File: config.mk
export PLATFORM = sky130hd
export DESIGN_NAME = if_stage
export DESIGN_NICKNAME = d
export VERILOG_FILES = /design/src/rtl/pipe_pkg.sv /design/src/rtl/if_id_reg.sv /design/src/rtl/if_stage.sv
export SDC_FILE = /design/constraint.sdc
export NUM_CORES = 1
export LEC_CHECK = 0
export ABC_AREA = 1
export CAP_MARGIN = 20
export CORE_MARGIN = 3
export CORE_UTILIZATION = 53
export DETAILED_ROUTE_END_ITERATION = 7
export HOLD_SLACK_MARGIN = 0.1
export PLACE_DENSITY = 0.86
export SYNTH_ARGS = -nofsm -noshare
export SYNTH_HDL_FRONTEND = slang
export SYNTH_SLANG_ARGS = --single-unit
File: constraint.sdc
create_clock -name clock -period 3.5 [get_ports clock]
set_clock_uncertainty 0.1 [all_clocks]
set_input_delay 0.35 -clock clock [delete_from_list [all_inputs] [get_ports clock]]
set_output_delay 0.35 -clock clock [all_outputs]
set_load 0.03 [all_outputs]
File: src/rtl/pipe_pkg.sv
// Shared pipeline types and constants for the fetch stage.
// Holds the fetch FSM encoding, the bubble word and the reset PC.
package pipe_pkg;

  typedef enum logic [1:0] {
    S_IDLE,
    S_REQ,
    S_WAIT,
    S_HOLD
  } fetch_state_e;

  localparam logic [31:0] NOP_INSTR    = 32'h0000_0000;
  localparam logic [31:0] DEF_RESET_PC = 32'h0000_0000;

  typedef struct packed {
    logic [31:0] pc4;
    logic [31:0] instr;
    logic        valid;
  } if_id_t;

  localparam if_id_t IF_ID_BUBBLE = '{
    pc4:   32'h0,
    instr: NOP_INSTR,
    valid: 1'b0
  };

endpackage

File: src/rtl/if_id_reg.sv
// IF/ID pipeline register: flush beats enable, async active-low reset.
// Flush and reset both load the bubble word.
module if_id_reg
  import pipe_pkg::*;
(
  input  logic   clock,
  input  logic   reset,
  input  logic   i_en,
  input  logic   i_flush,
  input  if_id_t i_d,
  output if_id_t o_q
);

  if_id_t r_q;

  always_ff @(posedge clock or negedge reset) begin
    if (!reset) begin
      r_q <= IF_ID_BUBBLE;
    end else if (i_flush) begin
      r_q <= IF_ID_BUBBLE;
    end else if (i_en) begin
      r_q <= i_d;
    end
  end

  assign o_q = r_q;

endmodule

File: src/rtl/if_stage.sv
// Instruction fetch stage: one outstanding imem request, redirect, stall.
// IF_STAGE_PERF_CNT_EN adds fetch_count / stall_count outputs.
module if_stage
  import pipe_pkg::*;
#(
  parameter logic [31:0] RESET_PC = DEF_RESET_PC
) (
  input  logic        clock,
  input  logic        reset,
  input  logic        PCWrite,
  input  logic        IF_IDWrite,
  input  logic        branch_taken,
  input  logic [31:0] branch_target,
  output logic        imem_req,
  output logic [31:0] imem_addr,
  input  logic        imem_rvalid,
  input  logic [31:0] imem_rdata,
  output logic [31:0] IF_ID_PC4,
  output logic [31:0] IF_ID_Instr,
  output logic        IF_ID_Valid
`ifdef IF_STAGE_PERF_CNT_EN
  ,
  output logic [31:0] fetch_count,
  output logic [31:0] stall_count
`endif
);

  fetch_state_e r_state;
  fetch_state_e w_next;
  logic [31:0]  r_pc;
  logic [31:0]  r_buf;
  logic         r_kill;
  logic         w_kill_nxt;
  logic         w_go;
  logic         w_rsp;
  logic         w_deliver;
  logic [31:0]  w_pc4;
  logic [31:0]  w_instr;
  logic [31:0]  w_tgt;
  if_id_t       w_ifid_d;
  if_id_t       w_ifid_q;

  assign w_go  = PCWrite & IF_IDWrite;
  assign w_pc4 = r_pc + 32'd4;
  assign w_tgt = branch_target & ~32'h3;
  assign w_rsp = (r_state == S_WAIT) & imem_rvalid;

  always_ff @(posedge clock or negedge reset) begin
    if (!reset) begin
      r_state <= S_IDLE;
      r_pc    <= RESET_PC;
      r_kill  <= 1'b0;
      r_buf   <= NOP_INSTR;
    end else begin
      r_state <= w_next;
      r_kill  <= w_kill_nxt;
      if (branch_taken) begin
        r_pc  <= w_tgt;
        r_buf <= NOP_INSTR;
      end else begin
        if (w_deliver) r_pc <= w_pc4;
        if (w_rsp && !r_kill && !w_go)
          r_buf <= imem_rdata;
      end
    end
  end

  always_comb begin
    w_next     = r_state;
    w_kill_nxt = r_kill;
    unique case (r_state)
      S_IDLE: w_next = S_REQ;
      S_REQ: begin
        w_next = S_WAIT;
        if (branch_taken) w_kill_nxt = 1'b1;
      end
      S_WAIT: begin
        if (branch_taken) begin
          // A response landing with the redirect is simply dropped.
          w_next     = imem_rvalid ? S_REQ : S_WAIT;
          w_kill_nxt = !imem_rvalid;
        end else if (imem_rvalid) begin
          w_next     = (r_kill || w_go) ? S_REQ : S_HOLD;
          w_kill_nxt = 1'b0;
        end
      end
      S_HOLD: begin
        if (branch_taken || w_go) w_next = S_REQ;
      end
    endcase
  end

  always_comb begin
    imem_req  = (r_state == S_REQ);
    imem_addr = r_pc;
    w_deliver = !branch_taken && w_go &&
                ((w_rsp && !r_kill) ||
                 (r_state == S_HOLD));
    w_instr   = (r_state == S_HOLD) ? r_buf
                                    : imem_rdata;
    w_ifid_d  = IF_ID_BUBBLE;
    if (w_deliver) begin
      w_ifid_d.pc4   = w_pc4;
      w_ifid_d.instr = w_instr;
      w_ifid_d.valid = 1'b1;
    end
  end

  if_id_reg u_if_id (
    .clock   (clock),
    .reset   (reset),
    .i_en    (IF_IDWrite),
    .i_flush (branch_taken),
    .i_d     (w_ifid_d),
    .o_q     (w_ifid_q)
  );

  assign IF_ID_PC4   = w_ifid_q.pc4;
  assign IF_ID_Instr = w_ifid_q.instr;
  assign IF_ID_Valid = w_ifid_q.valid;

`ifdef IF_STAGE_PERF_CNT_EN
  logic [31:0] r_fetch_cnt;
  logic [31:0] r_stall_cnt;

  always_ff @(posedge clock or negedge reset) begin
    if (!reset) begin
      r_fetch_cnt <= 32'h0;
      r_stall_cnt <= 32'h0;
    end else begin
      if (w_deliver) r_fetch_cnt <= r_fetch_cnt + 32'd1;
      if (!IF_IDWrite) r_stall_cnt <= r_stall_cnt + 32'd1;
    end
  end

  assign fetch_count = r_fetch_cnt;
  assign stall_count = r_stall_cnt;
`endif

endmodule

==> impl_metrics.env <==
export IMPL_hold_start="u_if_id.o_q[45]"
export IMPL_dr_pass1_iters=5
export IMPL_htree_levels=4
export IMPL_rsz0062_at_grt="false"
export IMPL_core_um2=11600
export IMPL_area_growth_pct=37.1
export IMPL_synth_area_um2=6330
export IMPL_cts_made_buffers=17
export IMPL_die_y_um=115
export IMPL_synth_seq_cells=129
export IMPL_cts_max_path_buffers=2
export IMPL_fin_crit_ns=2.25
export IMPL_synthCells=825
export IMPL_ys_warn_count=0
export IMPL_postRouteWirelength_mm=18.2
export IMPL_setup_viol=0
export IMPL_clk_pin_slew_ns=0.06
export IMPL_post_dp_cell_area_um2=8070
export IMPL_cellInternalPower_mw=3.17
export IMPL_layout_commonest_cell="nand2_1"
export IMPL_hpwl_mm=12.1
export IMPL_post_route_period_util_pct=64.4
export IMPL_power_density_nw_per_um2=524
export IMPL_diodes=0
export IMPL_timing_setup_tns_ns=0
export IMPL_worst_ep_required_time_ns=3.05
export IMPL_overflow=0
export IMPL_p_clk_share_pct=40.3
export IMPL_io_buffers=163
export IMPL_power_switching_mw=1.38
export IMPL_drive_gt1_share_pct=5.53
export IMPL_avgSynthCellArea_um2=7.67
export IMPL_drc_errors=0
export IMPL_hold_path_depth=2
export IMPL_maxCapViolations=0
export IMPL_worstMarginPinSlew_ns=0.828
export IMPL_postCtsHoldBufs=1
export IMPL_grt_pass1_wl_mm=29.8
export IMPL_hold_viol=0
export IMPL_drt_initial_drc_count=496
export IMPL_irDropWorstVdd_mv=0.327
export IMPL_crit_type="flip-flop to output port"
export IMPL_slew_headroom_pct=44.8
export IMPL_fill_cells=887
export IMPL_hold_class="flip-flop to flip-flop"
export IMPL_cts_tree="yes"
export IMPL_gp_congestion=0.916
export IMPL_switching_share_pct=30.4
export IMPL_combinationalPowerShare_pct=21.9
export IMPL_slew_viol_final=0
export IMPL_clock_latency_ns=0.42
export IMPL_clock_sinks=129
export IMPL_initial_core_util_pct=54.7
export IMPL_fin_nets=1057
export IMPL_p_seq_share_pct=37.7
export IMPL_grt_pass1_vias=6265
export IMPL_rows=39
export IMPL_run_status="completed"
export IMPL_start_kind="flip-flop"
export IMPL_vias=6181
export IMPL_clock_root_buffer="clkbuf_16"
export IMPL_reg2reg_from="r_state[0]"
export IMPL_die_w_um=115
export IMPL_antenna_found_initial=0
export IMPL_grt_max_degree=64
export IMPL_cts_resized=0
export IMPL_final_cell_area_um2=8680
export IMPL_cp_end_kind="output port"
export IMPL_pin_count=168
export IMPL_via_per_inst=5.44
export IMPL_crit_path_max_fanout=4
export IMPL_yosysUniqueCellTypes=31
export IMPL_post_cts_setup_buffers=0
export IMPL_most_common_layout_cells="nand2_1 (266), clkdlybuf4s50_1 (162), dfrtp_1 (129), nor2_1 (106), inv_1 (89)"
export IMPL_critical_path_startpoint="r_state[1]"
export IMPL_die_area_um2=13300
export IMPL_track_usage_pct=28.7
export IMPL_max_freq_mhz=443
export IMPL_route_detailed_wl_per_inst_um=16.0
export IMPL_leakagePower_nw=4.18
export IMPL_cp_arrival_ns=1.80
export IMPL_synth_seq_area_share_pct=51.0
export IMPL_rr_worst_depth=9
export IMPL_antenna_left=0
==> final timing paths <==
check / end / slack, ns
worst max-delay path: imem_req / 1.25
worst min-delay path: u_if_id.o_q[45] / 0.38
worst max register to register: imem_addr[11] / 1.35
worst min register to register: u_if_id.o_q[45] / 0.38
max in group asynchronous: imem_addr[26] / 2.01
min in group asynchronous: u_if_id.o_q[39] / 0.48
==> state kept, by name, summed over array words and instances, names as in the netlist <==
signal / flops
imem_addr: 30
u_if_id.o_q: 64
r_buf: 32
r_kill: 1
r_state: 2
==> critical path, cell delays in order, from the launching register on <==
cell,delay (ns)
dfrtp_1,0.41
inv_1,0.07
ha_1,0.20
clkdlybuf4s50_1,0.70
==> layer usage <==
layer,share of wire [%],GRT usage [%],routed length (µm),vias to the layer above
li1,-,-,-,2914
met1,40,35.2,7290,2909
met2,48,46.6,8690,302
met3,8.3,7.26,1520,56
met4,4.0,15.6,726,0
met5,0,0,0,-
==> Yosys cell counts (all sizes together) <==
cell type,instances,area share [%]
a21oi,1,0.079
o211ai,3,0.36
o31ai,32,3.8
o21bai,1,0.12
clkbuf,18,1.1
conb,1,0.059
nor2,111,7.0
o21ai,60,4.8
a22o,2,0.28
nand2,268,16
buf,19,1.8
nor3b,1,0.12
clkinv,1,0.079
xnor2,4,0.55
xor2,5,0.69
nand3,70,5.7
ha,4,0.79
nand3b,1,0.12
dfrtp,129,51
nand4,2,0.20
inv,92,5.5
==> kinds of logic (layout without fill, tap and decap cells) <==
group	Yosys count	in the layout	synth area share [%]
flops	129	129	51.0
buf+inv	130	298	8.38
xor+xnor	9	9	1.24
fa+ha+maj	4	4	0.791
other cells	1	2	0.0592
simple gates	453	453	29.1
compound gates	99	99	9.43
==> final cells by class <==
cell class                 instances  area (µm²)  area share [%]
sequential                       129        3230            37.2
multi-input combinational        567        2580            29.8
timing repair buffer             175        1730            20.0
clock buffer                      18         439            5.06
inverter                          93         350            4.04
tap                              143         179            2.06
clock inverter                    12         166            1.92
==> metrics by stage <==
step           cells  setup slack [ns]  utilization, %  hold slack (ns)  total power [mW]
6_report        1137              1.25            75.1            0.378              4.55
3_5_place_dp    1106              1.04            69.7            0.366              2.73
5_1_grt         1137              1.14            75.1            0.389              4.75
2_1_floorplan    826              1.78               -          -0.0456              2.31
4_1_cts         1137              1.24            75.1            0.380              4.56
3_3_place_gp    1106              1.06            69.7            0.362              2.70
==> power groups by stage <==
stage | sequential (mW) | combinational, mW | clock (mW)
after CTS | 1.71 | 1.00 | 1.85
after global placement | 1.73 | 0.971 | 0
after detailed placement | 1.73 | 0.995 | 0
after floorplan | 1.86 | 0.450 | 0
after global routing | 1.73 | 1.11 | 1.92
final | 1.72 | 0.999 | 1.84
Power figures use the tool's default switching activity.
